`src/rtl/fpu_pkg.sv`:
```
// Shared FPU normalisation types and widths.
package fpu_pkg;

    localparam int unsigned MANT_W = 24;
    localparam int unsigned EXP_W  = 8;
    localparam int unsigned CODE_W = 3;
    localparam int unsigned SEL_W  = 1 << CODE_W;

    // All-ones biased exponent encodes Inf/NaN.
    localparam logic [EXP_W-1:0] EXP_MAX = {EXP_W{1'b1}};

    typedef struct packed {
        logic ovf;
        logic unf;
        logic zero;
    } norm_flags_t;

    typedef struct packed {
        logic [MANT_W:0]   mant;
        logic [EXP_W-1:0]  exp;
        logic [SEL_W-1:0]  sel;
        logic              carry;
        logic              zero;
    } norm_beat_t;

endpackage

```
`src/rtl/norm_code_decoder.sv`:
```
// Decodes a binary left-shift count into a one-hot shift select.
module norm_code_decoder
    import fpu_pkg::*;
(
    input  logic [CODE_W-1:0] code,
    output logic [SEL_W-1:0]  sel
);

    // One-hot decode of the shift count.
    always_comb begin
        sel = '0;
        for (int i = 0; i < SEL_W; i++) begin
            sel[i] = (code == CODE_W'(i));
        end
    end

endmodule

```
`src/rtl/fpu_norm_shift_decoder.sv`:
```
// Two-stage normalise-shift pipeline: decode the shift code, then shift the
// mantissa and adjust the exponent with overflow/underflow clamping.
module fpu_norm_shift_decoder
    import fpu_pkg::*;
(
    input  logic              clk,
    input  logic              rst,
    input  logic              flush,
    input  logic              in_valid,
    output logic              in_ready,
    input  logic [MANT_W:0]   in_mant,
    input  logic [EXP_W-1:0]  in_exp,
    input  logic [CODE_W-1:0] in_code,
    output logic              out_valid,
    input  logic              out_ready,
    output logic [MANT_W-1:0] out_mant,
    output logic [EXP_W-1:0]  out_exp,
    output logic [2:0]        out_flags
);

    logic [SEL_W-1:0] in_sel;
    logic             s1_valid;
    logic             s1_adv;
    logic             s2_adv;
    logic             accept;
    norm_beat_t       s1_beat;

    logic [CODE_W-1:0] shift_k;
    logic [EXP_W:0]    exp_ext;
    logic [EXP_W:0]    k_ext;
    logic [EXP_W:0]    exp_inc;
    logic [EXP_W:0]    exp_dec;
    logic [MANT_W-1:0] nx_mant;
    logic [EXP_W-1:0]  nx_exp;
    norm_flags_t       nx_flags;

    norm_code_decoder u_dec (
        .code (in_code),
        .sel  (in_sel)
    );

    // Handshake: each stage moves when the one below it can take data.
    always_comb begin
        s2_adv   = !out_valid || out_ready;
        s1_adv   = !s1_valid || s2_adv;
        in_ready = !flush && s1_adv;
        accept   = in_valid && in_ready;
    end

    // Stage 1: capture the beat with its decoded select and classification.
    always_ff @(posedge clk or posedge rst) begin
        if (rst) begin
            s1_valid <= 1'b0;
            s1_beat  <= '0;
        end else if (flush) begin
            s1_valid <= 1'b0;
        end else if (s1_adv) begin
            s1_valid <= accept;
            if (accept) begin
                s1_beat.mant  <= in_mant;
                s1_beat.exp   <= in_exp;
                s1_beat.sel   <= in_sel;
                s1_beat.carry <= in_mant[MANT_W];
                s1_beat.zero  <= (in_mant == '0);
            end
        end
    end

    // Stage 2 datapath: shift mantissa and adjust exponent in EXP_W+1 bits.
    always_comb begin
        shift_k = '0;
        for (int i = 0; i < SEL_W; i++) begin
            if (s1_beat.sel[i]) begin
                shift_k = shift_k | CODE_W'(i);
            end
        end
        exp_ext  = {1'b0, s1_beat.exp};
        k_ext    = {{(EXP_W + 1 - CODE_W){1'b0}}, shift_k};
        exp_inc  = exp_ext + (EXP_W + 1)'(1);
        exp_dec  = exp_ext - k_ext;
        nx_mant  = '0;
        nx_exp   = '0;
        nx_flags = '0;
        if (s1_beat.zero) begin
            nx_flags.zero = 1'b1;
        end else if (s1_beat.exp == EXP_MAX) begin
            // Inf/NaN passes through untouched.
            nx_mant = s1_beat.mant[MANT_W-1:0];
            nx_exp  = EXP_MAX;
        end else if (s1_beat.carry) begin
            if (exp_inc >= {1'b0, EXP_MAX}) begin
                nx_exp       = EXP_MAX;
                nx_flags.ovf = 1'b1;
            end else begin
                nx_mant = s1_beat.mant[MANT_W:1];
                nx_exp  = exp_inc[EXP_W-1:0];
            end
        end else if (exp_ext <= k_ext) begin
            // No subnormals: anything that would reach exponent 0 flushes to zero.
            nx_flags.unf = 1'b1;
        end else begin
            nx_mant = s1_beat.mant[MANT_W-1:0] << shift_k;
            nx_exp  = exp_dec[EXP_W-1:0];
        end
    end

    // Stage 2 register: output held while downstream stalls.
    always_ff @(posedge clk or posedge rst) begin
        if (rst) begin
            out_valid <= 1'b0;
            out_mant  <= '0;
            out_exp   <= '0;
            out_flags <= '0;
        end else if (flush) begin
            out_valid <= 1'b0;
        end else if (s2_adv) begin
            out_valid <= s1_valid;
            if (s1_valid) begin
                out_mant  <= nx_mant;
                out_exp   <= nx_exp;
                out_flags <= nx_flags;
            end
        end
    end

endmodule

```
`config.mk`:
```
export PLATFORM = sky130hd
export DESIGN_NAME = fpu_norm_shift_decoder
export DESIGN_NICKNAME = d
export VERILOG_FILES = /design/src/rtl/fpu_pkg.sv /design/src/rtl/norm_code_decoder.sv /design/src/rtl/fpu_norm_shift_decoder.sv
export SDC_FILE = /design/constraint.sdc
export NUM_CORES = 1
export LEC_CHECK = 0
export CORE_AREA = 2 2 94 96
export DETAILED_ROUTE_END_ITERATION = 10
export DIE_AREA = 0 0 96 98
export GPL_ROUTABILITY_DRIVEN = 0
export GPL_TIMING_DRIVEN = 1
export PLACE_DENSITY = 0.84
export SETUP_SLACK_MARGIN = 0.1
export SLEW_MARGIN = 25
export SYNTH_ARGS = -nofsm -noshare
export SYNTH_HDL_FRONTEND = slang
export SYNTH_HIERARCHICAL = 1
export SYNTH_SLANG_ARGS = --single-unit
```
`constraint.sdc`:
```
create_clock -name clk -period 6.6 [get_ports clk]
set_clock_uncertainty 0.15 [all_clocks]
set_input_delay 1.32 -clock clk [delete_from_list [all_inputs] [get_ports clk]]
set_output_delay 1.32 -clock clk [all_outputs]
set_load 0.02 [all_outputs]
```
==> metrics.md <==
| Metric | Value |
|---|---|
| Commonest non-fill, non-tap cells in the layout | `dfrtp_1 (78), clkdlybuf4s50_1 (77), mux2i_1 (44)` |
| Fill count | `between 600 and 700` |
| WHS | `around 340 ps` |
| Die width | `roughly 96 µm` |
| Layout net count | `between 500 and 600` |
| Share of layout cells above drive strength 1 | `~15%` |
| ANT cells | `0` |
| Postcts setup bufs | `0` |
| Final setup viols | `0` |
| CP peak stage delay | `around 560 ps` |
| Tightest Pin Transition | `between 1000 and 1500 ps` |
| Data required, critical path | `just over 5000 ps` |
| RSZ-0062 raised after global routing | `false` |
| Hold Crit Class | `flop to flop` |
| Most frequent CP cell | `clkdlybuf4s50_1` |
| Rows | `34` |
| Vias in the first global route | `between 3000 and 4000` |
| Status | `finished clean` |
| Worst-path fanout max | `5` |
| Total power | `~1.7 mW` |
| Worst setup SP type | `input port` |
| I/O Buffers | `77` |
| Starting DRC count in detailed routing | `499` |
| Core area | `approximately 8500 µm²` |
| Most common cell after layout, fill and taps aside | `dfrtp_1` |
| Pleak | `around 2.4 nW` |
| Max stage delay cell, worst path | `clkdlybuf4s50_1` |
| Finished Layout Cells | `631` |
| Critical Setup Path Class | `input port to output port` |
| Residual DRC | `0` |
| Worst EP arrival | `about 2700 ps` |
| Final wirelength | `between 10000 and 15000 µm` |
| DP HPWL | `8530 µm` |
| Initial antenna violation count | `0` |
| MaxCap Viol Count | `0` |
| TritonCTS Buffers | `9` |
| Peak supply drop | `about 0.17 mV` |
| Routed wire length per instance | `19.2 µm` |
| CTS H-tree depth | `3` |
| Worst setup EP type | `output port` |
| First drt pass iteration count | `5` |
| Final Hold Viols | `0` |
| Final non-filler cell area | `around 5700 µm²` |
| Final ANT Viol Nets | `0` |
| CP bufs+invs | `2` |
| Post-layout min period | `between 4000 and 5000 ps` |
| Fin Setup TNS | `0 ps` |
| Final core utilization | `67.5%` |
| Cell Chain, Critical Path | `clkdlybuf4s50_1 > nor2b_1 > a21oi_1 > clkdlybuf4s50_1` |
| Mapped cell area | `between 4000 and 5000 µm²` |
| Placed cells | `between 600 and 700` |
| Hold_buf cts | `0` |
| Remaining Overflow, GRT | `0` |
| Largest net degree at the start of global routing | `between 70 and 80` |
| Boundary Pins | `78` |
| Multi-input logic area | `around 2600 µm²` |
| Family with the most delay on the worst path | `buffers and inverters` |
| Worst Setup Slack, final | `about 2400 ps` |
| Slew headroom | `about a third` |
| Via-per-instance ratio | `~6.5` |
| Syn Inst Count | `~460` |
| Vias post-DR | `just over 4000` |
| Tcrit/Tclk final | `63.5%` |
| CTS root buf | `clkbuf_8` |
| Final Max Slew Viols | `0` |
| Sequential Area | `between 1500 and 2000 µm²` |
| Post-cts sizing count | `0` |
| Area delta synth->final | `19.9%` |
| CTS tree | `done` |
| Post-Syn Nets | `~500` |
| Clock sinks | `78` |
| Syn Area/Cell | `between 10 and 15 µm²` |
| Die ar. | `around 9400 µm²` |
| Pwr dens | `slightly below 300 nW/µm²` |
| Clock buffer depth | `2` |
| Total GRT Usage | `approximately 27%` |
| Yosys warning total | `6` |
| DIE HEIGHT | `roughly 100 µm` |
| DP Area | `approximately 5500 µm²` |
| Clk pin slew, worst setup/hold paths | `70 ps` |
| Worst-Skew Late Latency | `~360 ps` |
| First-pass GRT wire length | `between 20000 and 25000 µm` |
| Highest clock rate | `between 200 and 250 MHz` |
| Place WS | `around 2100 ps` |
| Starting Density | `~56%` |
==> tightest hold or removal path, delay by kind of cell, from the launching register on <==
kind	cells	cell delay, ps
compound gates	1	60
flops	1	350
simple gates	1	50
==> report_power, final <==
| part | total (mW) | leakage [nW] | internal (mW) | switching (mW) |
|---|---|---|---|---|
| sequential | 0.670 | 0.981 | 0.563 | 0.106 |
| combinational | 0.687 | 1.35 | 0.328 | 0.360 |
| clock | 0.315 | 0.0820 | 0.135 | 0.180 |
==> registers in the layout, indices dropped and copies added, names as in the netlist <==
| name | count |
|---|---|
| out_valid | 1 |
| s1_valid | 1 |
| out_flags | 3 |
| s1_beat | 33 |
| exp_ext | 8 |
| out_exp | 8 |
| out_mant | 24 |
==> layout make-up <==
class,count,area share [%]
multi-input cells,341,45.9
flip-flops and latches,78,34.2
repair buffers,82,14.2
well taps,108,2.36
clock buffers,10,2.23
clock inverters,6,0.679
inverters,6,0.482
==> worst paths after layout <==
path | start | slack [ps] | to | cells after the start
min reg2reg | out_flags[1]$_DFFE_PP0P_ | 340 | out_flags[1]$_DFFE_PP0P_ | 2
max in group asynchronous | rst | 4490 | out_mant[8]$_DFFE_PP0P_ | 3
max reg2reg | s1_beat[9]$_DFFE_PP0P_ | 2430 | out_mant[22]$_DFFE_PP0P_ | 10
min | out_flags[1]$_DFFE_PP0P_ | 340 | out_flags[1]$_DFFE_PP0P_ | 2
max | out_ready | 2410 | in_ready | 4
min in group asynchronous | rst | 1300 | s1_beat[8]$_DFFE_PP0P_ | 3
==> routing by layer <==
| layer | track usage, % | vias to the layer above | routed length, µm |
|---|---|---|---|
| li1 | - | 1862 | - |
| met1 | 39.9 | 2006 | 5200 |
| met2 | 40.4 | 220 | 5730 |
| met3 | 4.09 | 24 | 997 |
| met4 | 10.5 | 0 | 214 |
| met5 | 0 | - | 0 |
Note: power is estimated with default switching activity, not from simulation.
